==> config.mk <==
export PLATFORM = sky130hd
export DESIGN_NAME = operand_select_buf
export DESIGN_NICKNAME = d
export VERILOG_FILES = /design/src/rtl/operand_select_buf.sv
export SDC_FILE = /design/constraint.sdc
export NUM_CORES = 1
export LEC_CHECK = 0
export ABC_AREA = 1
export CAP_MARGIN = 20
export CORE_MARGIN = 2
export CORE_UTILIZATION = 40
export CTS_CLUSTER_DIAMETER = 120
export DETAILED_ROUTE_END_ITERATION = 10
export HOLD_SLACK_MARGIN = 0.02
export PLACE_DENSITY = 0.81
export SYNTH_ARGS = -nofsm -noshare
export SYNTH_HDL_FRONTEND = slang
export SYNTH_SLANG_ARGS = --single-unit
==> constraint.sdc <==
create_clock -name clk -period 1.4 [get_ports clk]
set_input_delay 0.28 -clock clk [delete_from_list [all_inputs] [get_ports clk]]
set_output_delay 0.28 -clock clk [all_outputs]
set_load 0.05 [all_outputs]
==> src/rtl/operand_select_buf.sv <==
`default_nettype none
// ============================================================================
//  Module   : operand_select_buf
//  Purpose  : Second-stage operand selector for the modular add/sub datapath.
//             Picks one of NSETS candidate (a, b) operand pairs per
//             transaction, optionally swaps the pair, and passes the result
//             downstream through a 2-entry valid/ready buffer. Outputs are
//             registered and one transaction per cycle can be sustained.
//
//  Ports    : clk, rst          - clock, synchronous active-high reset
//             in_valid/in_ready - upstream handshake
//             sel, swap         - set index and operand-exchange request
//             a_in, b_in        - packed candidate operands, set k at
//                                 [k*WIDTH +: WIDTH]
//             out_valid/out_ready - downstream handshake
//             a, b              - selected operands (head entry)
//             sel_err           - head entry was pushed with sel >= NSETS
//             par               - stored parity of the head entry {a, b}
//
//  Config   : OPSEL_PARITY_EN   - when defined, parity of {a, b} is computed
//                                 at push and stored per entry; otherwise the
//                                 parity logic is removed and par is tied 0.
//
//  Revision : 1.0 - initial release
// ============================================================================
module operand_select_buf #(
    parameter int WIDTH = 4,
    parameter int NSETS = 2,
    parameter int SEL_W = (NSETS > 1) ? $clog2(NSETS) : 1
) (
    input  logic                     clk,
    input  logic                     rst,
    input  logic                     in_valid,
    output logic                     in_ready,
    input  logic [SEL_W-1:0]         sel,
    input  logic                     swap,
    input  logic [NSETS*WIDTH-1:0]   a_in,
    input  logic [NSETS*WIDTH-1:0]   b_in,
    output logic                     out_valid,
    input  logic                     out_ready,
    output logic [WIDTH-1:0]         a,
    output logic [WIDTH-1:0]         b,
    output logic                     sel_err,
    output logic                     par
);

    // Buffer occupancy encoding
    localparam logic [1:0] c_ST_EMPTY = 2'd0;
    localparam logic [1:0] c_ST_ONE   = 2'd1;
    localparam logic [1:0] c_ST_FULL  = 2'd2;

    logic [1:0]       r_state;
    logic [1:0]       w_state_nxt;
    logic             w_push;
    logic             w_pop;

    logic             w_in_range;
    logic [SEL_W-1:0] w_idx;
    logic [WIDTH-1:0] w_sel_a;
    logic [WIDTH-1:0] w_sel_b;
    logic [WIDTH-1:0] w_new_a;
    logic [WIDTH-1:0] w_new_b;
    logic             w_new_err;

    // Two storage slots: head is what the outputs present, tail holds the
    // second entry only while the buffer is FULL.
    logic [WIDTH-1:0] r_head_a;
    logic [WIDTH-1:0] r_head_b;
    logic             r_head_err;
    logic [WIDTH-1:0] r_tail_a;
    logic [WIDTH-1:0] r_tail_b;
    logic             r_tail_err;

    logic             w_load_head_new;
    logic             w_load_tail;
    logic             w_shift;

    // ------------------------------------------------------------------
    // Handshake
    // ------------------------------------------------------------------
    assign in_ready  = !rst && (r_state != c_ST_FULL);
    assign out_valid = (r_state != c_ST_EMPTY);
    assign w_push    = in_valid && in_ready;
    assign w_pop     = out_valid && out_ready;

    // ------------------------------------------------------------------
    // Set selection. When NSETS fills the whole index space every sel
    // value is legal, so the range check collapses to a constant.
    // ------------------------------------------------------------------
    if ((1 << SEL_W) > NSETS) begin : g_range_chk
        assign w_in_range = (sel < SEL_W'(NSETS));
    end else begin : g_range_full
        assign w_in_range = 1'b1;
    end

    assign w_idx     = w_in_range ? sel : '0;
    assign w_new_err = !w_in_range;

    always_comb begin
        w_sel_a = '0;
        w_sel_b = '0;
        for (int k = 0; k < NSETS; k++) begin
            if (w_idx == SEL_W'(k)) begin
                w_sel_a = a_in[k*WIDTH +: WIDTH];
                w_sel_b = b_in[k*WIDTH +: WIDTH];
            end
        end
    end

    assign w_new_a = swap ? w_sel_b : w_sel_a;
    assign w_new_b = swap ? w_sel_a : w_sel_b;

    // ------------------------------------------------------------------
    // Occupancy state machine
    // ------------------------------------------------------------------
    always_ff @(posedge clk) begin
        if (rst) begin
            r_state <= c_ST_EMPTY;
        end else begin
            r_state <= w_state_nxt;
        end
    end

    always_comb begin
        w_state_nxt = r_state;
        case (r_state)
            c_ST_EMPTY: if (w_push) w_state_nxt = c_ST_ONE;
            c_ST_ONE: begin
                if (w_push && !w_pop)      w_state_nxt = c_ST_FULL;
                else if (!w_push && w_pop) w_state_nxt = c_ST_EMPTY;
            end
            c_ST_FULL:  if (w_pop) w_state_nxt = c_ST_ONE;
            default:    w_state_nxt = c_ST_EMPTY;
        endcase
    end

    // ------------------------------------------------------------------
    // Data path. A push into ONE with a simultaneous pop replaces the head
    // directly; without a pop it lands in the tail. Popping FULL promotes
    // the tail. No push is possible while FULL.
    // ------------------------------------------------------------------
    assign w_load_head_new = w_push &&
                             ((r_state == c_ST_EMPTY) || ((r_state == c_ST_ONE) && w_pop));
    assign w_load_tail     = w_push && (r_state == c_ST_ONE) && !w_pop;
    assign w_shift         = w_pop && (r_state == c_ST_FULL);

    always_ff @(posedge clk) begin
        if (rst) begin
            r_head_a   <= '0;
            r_head_b   <= '0;
            r_head_err <= 1'b0;
            r_tail_a   <= '0;
            r_tail_b   <= '0;
            r_tail_err <= 1'b0;
        end else begin
            if (w_load_head_new) begin
                r_head_a   <= w_new_a;
                r_head_b   <= w_new_b;
                r_head_err <= w_new_err;
            end else if (w_shift) begin
                r_head_a   <= r_tail_a;
                r_head_b   <= r_tail_b;
                r_head_err <= r_tail_err;
            end
            if (w_load_tail) begin
                r_tail_a   <= w_new_a;
                r_tail_b   <= w_new_b;
                r_tail_err <= w_new_err;
            end
        end
    end

`ifdef OPSEL_PARITY_EN
    logic w_new_par;
    logic r_head_par;
    logic r_tail_par;

    assign w_new_par = ^{w_new_a, w_new_b};

    always_ff @(posedge clk) begin
        if (rst) begin
            r_head_par <= 1'b0;
            r_tail_par <= 1'b0;
        end else begin
            if (w_load_head_new) begin
                r_head_par <= w_new_par;
            end else if (w_shift) begin
                r_head_par <= r_tail_par;
            end
            if (w_load_tail) begin
                r_tail_par <= w_new_par;
            end
        end
    end

    assign par = out_valid ? r_head_par : 1'b0;
`else
    assign par = 1'b0;
`endif

    // Outputs are forced to zero whenever no entry is held.
    assign a       = out_valid ? r_head_a   : '0;
    assign b       = out_valid ? r_head_b   : '0;
    assign sel_err = out_valid ? r_head_err : 1'b0;

endmodule
`default_nettype wire

== Word level (Yosys, flattened, before mapping) ==
Cells that the tools add are included.
Operators by class
  eq/ne operators: 6
  muxes and demuxes: 15
  reductions and logical operators: 18
Operators by type and width (count)
  $mux W4: 10
  $logic_and A1 B1 Y1: 10
  $mux W2: 4
  $ne A2 B2 Y1 const B: 3
  $pmux W2 S3: 1
  $reduce_bool A2 Y1: 2
  $logic_not A1 Y1: 3
  $ne A3 B3 Y1 const B: 1
  $reduce_and A3 Y1: 1
  $eq A2 B1 Y1 const B: 1
  $eq A2 B2 Y1 const B: 1
  $logic_not A2 Y1: 1
  $logic_or A1 B1 Y1: 1
Storage, ports and cells
  flip-flop bits (word level): 18
  bits of input ports: 22
  output and inout bits: 12
  logic and storage cells: 44

== Depth between registers and ports, before layout ==
  word-level depth: 8
  depth in mapped cells: 8
  mapped depth without buffers: 8

== Worst setup path before layout ==
No wires, ideal clock.
  kind: register -> register
  start: register r_state[1]
  end: register r_state[1]
  library setup time: 0.086 ns
  arrival time: 1.686 ns
  path slack: -0.371 ns
  cell stages (with the launch flop): 8
  buffers on the path: 0
  clock period less this slack: 1.771 ns
  cell sequence: dfxtp_1 > nor2_1 > inv_1 > nand2_1 > ha_1 > nand2_1 > nand2_1 > a211oi_1
Between the ends
  elaborated cells on any way between the ends: 18
  classes of those cells: eq/ne (6); mux (2); reduce/logical (10)
RTL lines
  start: declaration: line 52  | logic [1:0] r_state;
  start signal: assignment: line 118  | r_state <= c_ST_EMPTY;
  start signal: assignment: line 120  | r_state <= w_state_nxt;
  $reduce_bool A2 Y1 *: line 82  | assign out_valid = (r_state != c_ST_EMPTY);
  via out_valid: line 39  | output logic out_valid,
  $logic_and A1 B1 Y1 *: line 84  | assign w_pop = out_valid && out_ready;
  $logic_not A1 Y1: line 129  | if (w_push && !w_pop) w_state_nxt = c_ST_FULL;
  $logic_and A1 B1 Y1: line 129
  $ne A3 B3 Y1 (no line) / $mux W2 (equally long branches)
  $reduce_and A3 Y1 (no line) / $pmux W2 S3 (equally long branches)
The timed path passes the listed nets; every way through them passes the cells marked *.
A chain may end at the register's enable or synchronous reset.

== Final worst setup path ==
  start: register r_state[0]
  end: output in_ready
Between the ends
  word-level cells in the longest chain between the ends: 2
RTL lines
  $ne A2 B2 Y1: line 81  | assign in_ready = !rst && (r_state != c_ST_FULL);
  $logic_and A1 B1 Y1: line 81
  end: declaration: line 34  | output logic in_ready,
Every way passes these cells.

==> flow_summary.json <==
{
  "status": "finished with violations",
  "violations": "setup timing",
  "rows": 19,
  "finalClockSkew_ns": 0.00756,
  "clkTransAtPathRegs_ns": 0.11,
  "timing.critical_path.fanout_max": 2,
  "maxCapViolations": 0,
  "setup_ws_ns": -0.118,
  "cts_root_buf": "clkbuf_4",
  "clockBufferDepth": 2,
  "avgRoutedWirePerCell_um": 10.4,
  "grt_max_degree": 17,
  "ios": 34,
  "cts_buffers": 3,
  "antenna_found_initial": 0,
  "yosysWarnings": 0,
  "crit_family": "buffers and inverters",
  "totalWireLength_um": 2860,
  "worstPathRequired_ns": 1.12,
  "synth_edf_count": 0,
  "synth_most_common_cell": "nand2_1",
  "grt-ovfl-total": 0,
  "synth_commonest_cells": "nand2_1, nor2_1, nand3_1",
  "slew_viol_final": 0,
  "wl_met2_um": 1480,
  "finalCriticalPeriod_ns": 1.52,
  "syn_avg_cell_area_sq_um": 5.97,
  "die_area_sq_um": 3340,
  "dpl.hpwl_um": 1910,
  "wl_met3_um": 122,
  "vias_per_cell": 4.97,
  "rsz0062_at_grt": "true",
  "synth-async-reset-ratio_pct": 0,
  "finalCritPeriodShare_pct": 108,
  "tritoncts": "yes",
  "critPathKind": "register to output port",
  "place_inst": 264,
  "synth_top_area_cell": "dfxtp_1",
  "finalSetupViolations": 15,
  "synth_cell_types": 22,
  "crit_top_cell": "buf_4",
  "ctsHtreeMaxLevel": 1,
  "drt_iter0_drc": 32,
  "grt_pass1_vias": 1223,
  "finalHoldViolCount": 0,
  "synthToLayoutAreaGrowth_pct": 63.7,
  "track_usage_pct": 18.5,
  "fp.dieH_um": 57.8,
  "ctsHoldBuffers": 0,
  "met1_length_um": 1160,
  "cts_sinks": 18,
  "crit_buf_inv": 5,
  "power.density_nw_per_um2": 805,
  "end_kind": "output port",
  "portBuffers": 31,
  "drive_gt1_share_pct": 28.7,
  "postSynthCellCount": 194,
  "dr.pass1.iters": 4,
  "critical-path-max-stage-delay_ns": 0.34,
  "ys_seq_area_share_pct": 31.1,
  "hp-class": "input port to register",
  "grt_first_pass_wirelength_um": 4960,
  "slowest_stage": "dfxtp_2",
  "core_sq_um": 2760,
  "ys_seq_elements": 18,
  "n_fill_cell": 221,
  "fin_nets": 268,
  "postLayoutCoreUtil_pct": 68.8,
  "drc": 0,
  "crit_path_start_kind": "register",
  "syn_area_sq_um": 1160,
  "start_util_pct": 42.0,
  "routed.top_layer": "met4",
  "route.vias.total": 1366,
  "antenna_cells": 0,
  "max_freq_mhz": 659,
  "die_width_um": 57.8,
  "arrival_ns": 1.24,
  "synth_ff_type": "dfxtp_1",
  "stdcell_count": 275,
  "clock_latency_ns": 0.31,
  "synth.area.top_cells": "dfxtp_1, nand2_1, nand3_1",
  "ir_worst_vdd_mv": 0.691,
  "ant_nets": 0,
  "synth.top_cell.area_share_pct": 31.1,
  "p_leak_uw": 0.000795,
  "cp_cell_sequence": "buf_4, inv_4, nand2_4, nand2_2, buf_4, inv_2, buf_12",
  "gp_congestion": 0.760
}
report_power, final:
| part | internal [uW] | leakage (uW) | switching [uW] | total (uW) |
|---|---|---|---|---|
| clock | 159 | 0.0000210 | 178 | 337 |
| combinational | 287 | 0.000626 | 340 | 627 |
| sequential | 544 | 0.000148 | 18.1 | 562 |
| total | 990 | 0.000795 | 536 | 1530 |
tightest hold or removal path, stage by stage:
cell and delay (ns):
dlygate4sd2_1 0.24, buf_4 0.19, a21oi_2 0.04
kinds of logic (layout without fill, tap and decap cells):
logic type | after synthesis | after routing | share of synthesized area, %
AND/OR/NAND/NOR | 130 | 131 | 47.9
buffers and inverters | 25 | 73 | 9.94
AO/OA/AOI/OAI | 19 | 19 | 9.61
flip-flops | 18 | 18 | 31.1
adder cells (fa/ha/maj) | 1 | 1 | 1.08
other | 1 | 2 | 0.324
path summary, 6_finish.rpt:
path / startpoint / end / slack [ns] / cells after the start
max: r_state[0]$_SDFFE_PP0P_ / in_ready / -0.12 / 7
max reg2reg: r_state[0]$_SDFFE_PP0P_ / r_head_a[0]$_SDFFE_PP0P_ / -0.04 / 10
min reg2reg: r_tail_b[3]$_SDFFE_PP0P_ / r_tail_b[3]$_SDFFE_PP0P_ / 0.49 / 2
min: rst / r_head_a[3]$_SDFFE_PP0P_ / 0.47 / 3
metrics by stage:
stage	TNS, ns	area (sq um)	total power, uW	hold slack, ns	setup WS (ns)
floorplan	-0.546	1170	874	0.455	-0.0598
global placement	-3.40	1690	1090	0.462	-0.298
detailed placement	-3.64	1690	1100	0.471	-0.296
CTS	-1.13	1830	1480	0.443	-0.116
global route	-2.33	1900	1600	0.502	-0.149
finish	-1.04	1900	1530	0.468	-0.118
final cells by class:
class,count,area [sq um],area share (%)
multi-input combinational,153,791,41.7
timing repair buffer,51,596,31.4
sequential,18,365,19.3
inverter,18,70.1,3.69
tap,31,38.8,2.04
clock buffer,4,36.3,1.91
metal layers:
metal | GRT usage, % | vias up
li1 | - | 713
met1 | 23.4 | 603
met2 | 31.2 | 43
met3 | 1.34 | 7
met4 | 9.97 | 0
met5 | 0 | -
layout by cell type, fill, tap and decap left out, types with 2 or more instances in the layout:
| cell | count |
|---|---|
| nand2_1 | 68 |
| nand3_1 | 25 |
| clkdlybuf4s50_1 | 20 |
| nor2_1 | 16 |
| dfxtp_1 | 16 |
| buf_4 | 15 |
| buf_12 | 12 |
| nor2_4 | 10 |
| inv_1 | 10 |
| inv_2 | 7 |
| a21oi_1 | 7 |
| nor2_2 | 5 |
| nand2_2 | 4 |
| o21ai_1 | 4 |
| clkbuf_4 | 3 |
| buf_6 | 3 |
| o21ai_2 | 2 |
| a21oi_2 | 2 |
| o21ai_0 | 2 |
| conb_1 | 2 |
flip-flops by register name, indices dropped and copies added, names as in the netlist:
signal	flops
r_head_b	4
r_head_a	4
r_state	2
r_tail_b	4
r_tail_a	4
timing repair:
item | 4_1_cts | 5_1_grt
buffers inserted | 5 | 2
gates resized for setup | 27 | 14
gates cloned | 0 | 1
endpoints found under the setup margin | 12 | 27
pin swaps | 3 | 6
(Power assumes the default switching activity.)
